### src/rtl/x_w_pkg.sv
`default_nettype none
// ============================================================================
// Module      : x_w_pkg
// Description : Shared types and constants for the X->W result transmitter.
//               x_w_entry_t is the unit of storage and transfer:
//               {pc, seq_num, waddr, wdata, wen}.
// Revision    : 1.0 - initial release
// ============================================================================
package x_w_pkg;

    // Sequence-number width baked into x_w_entry_t. Must match the
    // p_seq_num_bits of the X__WIntf instance and of x_w_result_sender.
    localparam int X_W_SEQ_NUM_BITS = 5;

    // Total packed width of one result entry.
    localparam int X_W_DATA_BITS = 32 + X_W_SEQ_NUM_BITS + 5 + 32 + 1;

    typedef struct packed {
        logic [31:0]                 pc;
        logic [X_W_SEQ_NUM_BITS-1:0] seq_num;
        logic [4:0]                  waddr;
        logic [31:0]                 wdata;
        logic                        wen;
    } x_w_entry_t;

    // Assemble an entry from its individual fields.
    function automatic x_w_entry_t x_w_make_entry(
        input logic [31:0]                 pc,
        input logic [X_W_SEQ_NUM_BITS-1:0] seq_num,
        input logic [4:0]                  waddr,
        input logic [31:0]                 wdata,
        input logic                        wen
    );
        x_w_entry_t e;
        e.pc      = pc;
        e.seq_num = seq_num;
        e.waddr   = waddr;
        e.wdata   = wdata;
        e.wen     = wen;
        return e;
    endfunction

endpackage
`default_nettype wire

### src/rtl/x_w_intf.sv
`default_nettype none
// ============================================================================
// Module      : X__WIntf
// Description : Execute-to-writeback result interface. The execute side
//               (X_intf) drives the result and val; the writeback side
//               (W_intf) drives rdy, only while it grants this pipe.
// Revision    : 1.0 - initial release
// ============================================================================
interface X__WIntf #(
    parameter int p_seq_num_bits = 5
);
    logic [31:0]               pc;
    logic [p_seq_num_bits-1:0] seq_num;
    logic [4:0]                waddr;
    logic [31:0]               wdata;
    logic                      wen;
    logic                      val;
    logic                      rdy;

    modport X_intf (
        output pc, seq_num, waddr, wdata, wen, val,
        input  rdy
    );

    modport W_intf (
        input  pc, seq_num, waddr, wdata, wen, val,
        output rdy
    );
endinterface
`default_nettype wire

### src/rtl/x_w_entry_queue.sv
`default_nettype none
// ============================================================================
// Module      : x_w_entry_queue
// Description : In-order val/rdy FIFO of x_w_entry_t. Pointers carry one
//               extra wrap bit so full and empty are distinguishable with
//               equal indices. enq_rdy_o is a register (== !full) so nothing
//               on the dequeue side reaches it combinationally.
// Revision    : 1.0 - initial release
// ============================================================================
module x_w_entry_queue
    import x_w_pkg::*;
#(
    parameter int p_depth = 2
)(
    input  logic       clk,
    input  logic       rst,          // synchronous, active-low

    input  logic       enq_val_i,
    output logic       enq_rdy_o,
    input  x_w_entry_t enq_entry_i,

    output logic       deq_val_o,
    input  logic       deq_rdy_i,
    output x_w_entry_t deq_entry_o
);

    localparam int             PTR_W   = $clog2(p_depth);
    localparam logic [PTR_W:0] PTR_ONE = {{PTR_W{1'b0}}, 1'b1};

    logic [PTR_W:0] wr_ptr_q, wr_ptr_d;
    logic [PTR_W:0] rd_ptr_q, rd_ptr_d;
    logic           rdy_q;
    x_w_entry_t     mem_q [p_depth];

    logic empty;
    logic full_d;
    logic enq_fire;
    logic deq_fire;

    assign empty    = (wr_ptr_q == rd_ptr_q);
    assign enq_fire = enq_val_i & rdy_q;
    assign deq_fire = ~empty & deq_rdy_i;

    assign enq_rdy_o   = rdy_q;
    assign deq_val_o   = ~empty;
    assign deq_entry_o = mem_q[rd_ptr_q[PTR_W-1:0]];

    // Next pointers and next-cycle fullness (feeds the registered ready).
    always_comb begin
        wr_ptr_d = enq_fire ? (wr_ptr_q + PTR_ONE) : wr_ptr_q;
        rd_ptr_d = deq_fire ? (rd_ptr_q + PTR_ONE) : rd_ptr_q;
        full_d   = (wr_ptr_d[PTR_W-1:0] == rd_ptr_d[PTR_W-1:0]) &&
                   (wr_ptr_d[PTR_W]     != rd_ptr_d[PTR_W]);
    end

    // Pointer and ready state; reset drops every buffered entry.
    always_ff @(posedge clk) begin
        if (!rst) begin
            wr_ptr_q <= '0;
            rd_ptr_q <= '0;
            rdy_q    <= 1'b0;
        end else begin
            wr_ptr_q <= wr_ptr_d;
            rd_ptr_q <= rd_ptr_d;
            rdy_q    <= ~full_d;
        end
    end

    // Entry storage; contents are don't-care until written, so no reset.
    always_ff @(posedge clk) begin
        if (enq_fire) begin
            mem_q[wr_ptr_q[PTR_W-1:0]] <= enq_entry_i;
        end
    end

endmodule
`default_nettype wire

### src/rtl/x_w_result_sender.sv
`default_nettype none
// ============================================================================
// Module      : x_w_result_sender
// Description : Execute-side transmitter for the X__W interface. Buffers
//               finished results in order and holds the oldest one on W
//               until the writeback arbiter grants it (W.rdy).
//               Build option X_W_RESULT_SENDER_BYPASS_EN: when the buffer is
//               empty an incoming result is presented on W in the same cycle
//               and is only written to the buffer if not taken at once.
// Revision    : 1.0 - initial release
// ============================================================================
module x_w_result_sender
    import x_w_pkg::*;
#(
    parameter int p_depth        = 2,
    parameter int p_seq_num_bits = X_W_SEQ_NUM_BITS
)(
    input  logic                      clk,
    input  logic                      rst,        // synchronous, active-low

    input  logic                      in_val,
    output logic                      in_rdy,
    input  logic [31:0]               in_pc,
    input  logic [p_seq_num_bits-1:0] in_seq_num,
    input  logic [4:0]                in_waddr,
    input  logic [31:0]               in_wdata,
    input  logic                      in_wen,

    X__WIntf.X_intf                   W
);

    x_w_entry_t in_entry;
    x_w_entry_t q_head;
    x_w_entry_t head;
    logic       q_enq_val;
    logic       q_val;
    logic       out_val;

    assign in_entry = x_w_make_entry(in_pc, in_seq_num, in_waddr, in_wdata, in_wen);

`ifdef X_W_RESULT_SENDER_BYPASS_EN
    logic byp_active;

    // in_rdy is low throughout reset, which keeps the bypass from
    // presenting anything on W while the block is held in reset.
    assign byp_active = in_rdy & ~q_val & in_val;
    // A result the arbiter takes in the same cycle never enters the buffer.
    assign q_enq_val  = in_val & ~(byp_active & W.rdy);
    assign head       = byp_active ? in_entry : q_head;
    assign out_val    = q_val | byp_active;
`else
    assign q_enq_val  = in_val;
    assign head       = q_head;
    assign out_val    = q_val;
`endif

    x_w_entry_queue #(
        .p_depth     (p_depth)
    ) u_queue (
        .clk         (clk),
        .rst         (rst),
        .enq_val_i   (q_enq_val),
        .enq_rdy_o   (in_rdy),
        .enq_entry_i (in_entry),
        .deq_val_o   (q_val),
        .deq_rdy_i   (W.rdy),
        .deq_entry_o (q_head)
    );

    // Head entry drives the writeback side; wen passes through unmodified.
    assign W.val     = out_val;
    assign W.pc      = head.pc;
    assign W.seq_num = head.seq_num;
    assign W.waddr   = head.waddr;
    assign W.wdata   = head.wdata;
    assign W.wen     = head.wen;

`ifndef SYNTHESIS
    // Line trace: fixed-width blank when idle so trace columns stay aligned.
    function automatic string line_trace(input int level);
        if (!W.val) begin
            return (level > 0) ? "                " : "  ";
        end
        if (level > 0) begin
            return $sformatf("%h:%h:%h:%h", W.seq_num, W.wen, W.waddr, W.wdata);
        end
        return $sformatf("%h", W.seq_num);
    endfunction
`endif

endmodule
`default_nettype wire

### src/flat_wrapper.sv
// flat-port wrapper written by rule: the top's interface ports become plain ports
module x_w_result_sender_flat import x_w_pkg::*;
#(
    parameter int p_depth        = 2,
    parameter int p_seq_num_bits = X_W_SEQ_NUM_BITS
)
  (clk, rst, in_val, in_rdy, in_pc, in_seq_num, in_waddr, in_wdata, in_wen, W_pc, W_seq_num, W_waddr, W_wdata, W_wen, W_val, W_rdy);
  X__WIntf #(.p_seq_num_bits(p_seq_num_bits)) W_i ();
  input  logic clk;
  input  logic rst;
  input  logic in_val;
  output logic in_rdy;
  input  logic [31:0] in_pc;
  input  logic [p_seq_num_bits-1:0] in_seq_num;
  input  logic [4:0] in_waddr;
  input  logic [31:0] in_wdata;
  input  logic in_wen;
  output wire logic [$bits(W_i.pc)-1:0] W_pc;
  output wire logic [$bits(W_i.seq_num)-1:0] W_seq_num;
  output wire logic [$bits(W_i.waddr)-1:0] W_waddr;
  output wire logic [$bits(W_i.wdata)-1:0] W_wdata;
  output wire logic [$bits(W_i.wen)-1:0] W_wen;
  output wire logic [$bits(W_i.val)-1:0] W_val;
  input wire logic [$bits(W_i.rdy)-1:0] W_rdy;
  assign W_pc = W_i.pc;
  assign W_seq_num = W_i.seq_num;
  assign W_waddr = W_i.waddr;
  assign W_wdata = W_i.wdata;
  assign W_wen = W_i.wen;
  assign W_val = W_i.val;
  assign W_i.rdy = W_rdy;
  x_w_result_sender #(.p_depth(p_depth), .p_seq_num_bits(p_seq_num_bits)) u_core (.clk(clk), .rst(rst), .in_val(in_val), .in_rdy(in_rdy), .in_pc(in_pc), .in_seq_num(in_seq_num), .in_waddr(in_waddr), .in_wdata(in_wdata), .in_wen(in_wen), .W(W_i));
endmodule
### config.mk
export PLATFORM = sky130hd
export DESIGN_NAME = x_w_result_sender_flat
export DESIGN_NICKNAME = d
export VERILOG_FILES = /design/src/rtl/x_w_pkg.sv /design/src/rtl/x_w_intf.sv /design/src/rtl/x_w_entry_queue.sv /design/src/rtl/x_w_result_sender.sv /design/src/flat_wrapper.sv
export SDC_FILE = /design/constraint.sdc
export NUM_CORES = 1
export LEC_CHECK = 0
export BUFFER_PORTS_ARGS = -buffer_cell sky130_fd_sc_hd__buf_2
export CELL_PAD_IN_SITES_DETAIL_PLACEMENT = 0
export CELL_PAD_IN_SITES_GLOBAL_PLACEMENT = 2
export CORE_MARGIN = 10
export CORE_UTILIZATION = 41
export CTS_BUF_LIST = sky130_fd_sc_hd__clkbuf_4 sky130_fd_sc_hd__clkbuf_8 sky130_fd_sc_hd__clkbuf_16
export DETAILED_ROUTE_END_ITERATION = 10
export PLACE_DENSITY = 0.83
export SETUP_SLACK_MARGIN = 0.05
export SKIP_LAST_GASP = 1
export SLEW_MARGIN = 20
export SYNTH_ARGS = -nofsm -noshare
export SYNTH_HDL_FRONTEND = slang
export SYNTH_SLANG_ARGS = --single-unit
### constraint.sdc
create_clock -name clk -period 5 [get_ports clk]
set_input_delay 0.75 -clock clk [delete_from_list [all_inputs] [get_ports clk]]
set_output_delay 0.75 -clock clk [all_outputs]
set_load 0.02 [all_outputs]
==> summary.md <==
| Metric | Value |
|---|---|
| Die footprint | 0.01901 mm^2 |
| Endpoints failing setup | 0 |
| Crit path DAT | 2090 ps |
| WL per Instance | 18.33 um |
| Final Instance Area | 0.007281 mm^2 |
| Total Wirelength | 11.44 mm |
| HPWL Detailed | 7.594 mm |
| Ant. Diodes | 0 |
| Cell Int Power | 0.002620 W |
| Dpl ws | 2566 ps |
| Flop pwr share | 47.3% |
| Switching pwr | 0.0009617 W |
| Max Slew Vio Count | 0 |
| Period utilization | 56.75% |
| Initial Util | 41.51% |
| Vias per cell | 4.747 |
| Peak VDD IR | 0.2571 mV |
| Outcome | finished clean |
| Netlist Area Pre-Place | 0.005695 mm^2 |
| IO Port Bufs | 155 |
| Fmax | 352.4 MHz |
| Hold endpoint | u_core.u_queue.mem_q[1][0] |
| Synth Net Count | 345 |
| Reg-to-reg startpoint | u_core.u_queue.enq_rdy_o |
| Sink Count | 156 |
| RSZ-0062 raised after global routing | false |
| # nets final | 512 |
| Switch share | 26.85% |
| Final Worst Setup Slack | 2162 ps |
| HP Start | in_wen |
| Multi-input gate area | 0.001055 mm^2 |
| Yosys warnings | 0 |
| Total grt overflow | 0 |
| Gp weighted congestion | 0.7042 |
| Die height | 137.9 um |
| Combinational Power Share | 18.4% |
| Req. time, crit path | 4250 ps |
| Mapped Cells | 264 |
| Share of cells above drive strength 1 | 59.46% |
| Hold path cells | 1 |
| RR Endpoint | u_core.u_queue.mem_q[1][28] |
| Period minus WS final | 2838 ps |
| CTS Buffer Depth | 2 |
| Reg2reg path depth | 2 |
| First-pass iteration count of the detailed router | 4 |
| DP Cell Count | 591 |
| Antenna violation net count after detailed routing | 0 |
| Clk_skew | 4.730 ps |
| Placed cell area | 0.006688 mm^2 |
| Register area | 0.004628 mm^2 |
| Global-route wire length before repair | 17.18 mm |
| Seq/Total Area, Yosys | 81.20% |
| Reg clk slew, reported paths | 60 ps |
| Commonest cells after routing, fill and taps aside | buf_2 (155), edfxtp_1 (150), mux2_2 (75) |
| Final Hold Slack | 523.9 ps |
| HP Class | in -> reg |
| Most common cell after layout, fill and taps aside | buf_2 |
| PostCTS Resize Cnt | 0 |
| Area grow syn2layout | 27.83% |
| Drt drc | 0 |
| Max Cap Viol | 0 |
| Clock H-tree levels | 4 |
| Final setup TNS | 0 ps |
| Initial antenna violation count | 1 |
| CP startpoint kind | flip-flop |
| # hold bufs at CTS | 0 |
| Clk_lat worst skew | 410 ps |
| Vias in the first global route | 3301 |
| Slew @ Worst Pin | 1063 ps |
| TritonCTS buffer count | 17 |
| Max transition margin | 29.13% |
| Starting DRT DRC Count | 165 |
| Routed vias | 2962 |
| Crit Path Category | reg -> out |
| Clock Tree Root | clkbuf_16 |
| Non-filler instance count after layout | 624 |
| Fill cell count | 1141 |
| R2R setup slack | 3110 ps |
| Critical Path Sink Type | output pin |
| Die Wd | 137.9 um |
| Setup bufs post-CTS | 0 |
| All-Layer GR Usage | 12.10% |
| Yosys reg bits | 156 |
| LEAKAGE | 2.666 nW |
| Largest net degree at the start of global routing | 76 |
| Core ar. | 0.01372 mm^2 |
| TritonCTS clock tree | yes |
| PwrDens | 491.9 mW/mm^2 |
| Clock power frac | 34.4% |
| Max FO, Critical Path | 75 |
| Num ports | 156 |
| Mean Syn Cell Area | 21.57 um^2 |
| Rows | 43 |
| Yosys cell types | 21 |
| Hold violation count in the final report | 0 |
## flip-flops by register name, summed over array words and instances, names as in the netlist, named ones only
signal                    cells
u_core.u_queue.wr_ptr_q       2
u_core.u_queue.enq_rdy_o      1
u_core.u_queue.mem_q        150
u_core.u_queue.rd_ptr_q       2
## worst max-delay path by stage
stage | startpoint | end | slack [ps] | depth (start not counted)
floorplan | in_val | u_core.u_queue.mem_q[0][0] | 1870 | 2
global placement | flip-flop | W_pc[29] | 2570 | 2
detailed placement | flip-flop | W_pc[19] | 2570 | 2
CTS | flip-flop | W_pc[19] | 2120 | 2
global route | flip-flop | W_waddr[3] | 2040 | 2
finish | flip-flop | W_pc[29] | 2160 | 2
## critical path: stages (launching register included)
cell and delay, ps:
dfxtp_4 970, mux2_2 440, buf_2 160
## cells in the mapped netlist
library cell / count / area, um^2
and2_1: 1 / 6.260
dfxtp_1: 6 / 120.1
xnor2_1: 3 / 26.28
a221o_1: 1 / 10.01
nor3b_1: 1 / 7.510
and3_4: 1 / 11.26
nand3_1: 1 / 5.000
nor3_1: 1 / 5.000
nor2b_1: 6 / 37.54
xor2_1: 1 / 8.760
ha_1: 2 / 25.02
nand2_1: 1 / 3.750
buf_2: 6 / 30.03
clkbuf_1: 2 / 7.510
mux2_2: 75 / 844.6
inv_1: 1 / 3.750
a41oi_1: 1 / 8.760
a21boi_0: 1 / 7.510
o311a_1: 1 / 10.01
edfxtp_1: 150 / 4504
nand2b_1: 2 / 12.51
## kinds of logic (layout without fill, tap and decap cells)
group	Yosys count	in the layout	share of synthesized area, %
XOR/XNOR	4	4	0.6152
buffers and inverters	9	189	0.7250
AO/OA/AOI/OAI	4	4	0.6372
adder cells (fa/ha/maj)	2	2	0.4393
AND/OR/NAND/NOR	14	14	1.560
multiplexers	75	75	14.83
flip-flops	156	156	81.20
## power groups by stage
stage                     logic [W]  registers, W  clock network, W
after floorplan            0.000449       0.00169                 0
after global placement     0.000663       0.00172                 0
after detailed placement   0.000663       0.00173                 0
after CTS                  0.000667       0.00170           0.00126
after global routing       0.000712       0.00171           0.00133
final                      0.000659       0.00169           0.00123
## routing by layer
metal  vias to the layer above  track usage [%]  wire length, um
li1                       1383                -                -
met1                      1452            13.94             4801
met2                       110            19.28             5467
met3                        15            5.652             1017
met4                         2            4.635              131
met5                         -                0               18
## cell type report
| cell class | count | area share, % |
|---|---|---|
| flip-flops and latches | 156 | 63.57 |
| multi-input cells | 99 | 14.49 |
| repair buffers | 156 | 10.93 |
| clock buffers | 17 | 5.843 |
| well taps | 180 | 3.093 |
| clock inverters | 15 | 2.028 |
| inverters | 1 | 0.05156 |
## metrics by stage
stage / util (%) / total power, W
4_1_cts: 52.92 / 0.003628
3_3_place_gp: 48.75 / 0.002382
3_5_place_dp: 48.75 / 0.002391
6_report: 53.07 / 0.003581
2_1_floorplan: - / 0.002136
5_1_grt: 53.07 / 0.003752
(Power assumes the default switching activity.)
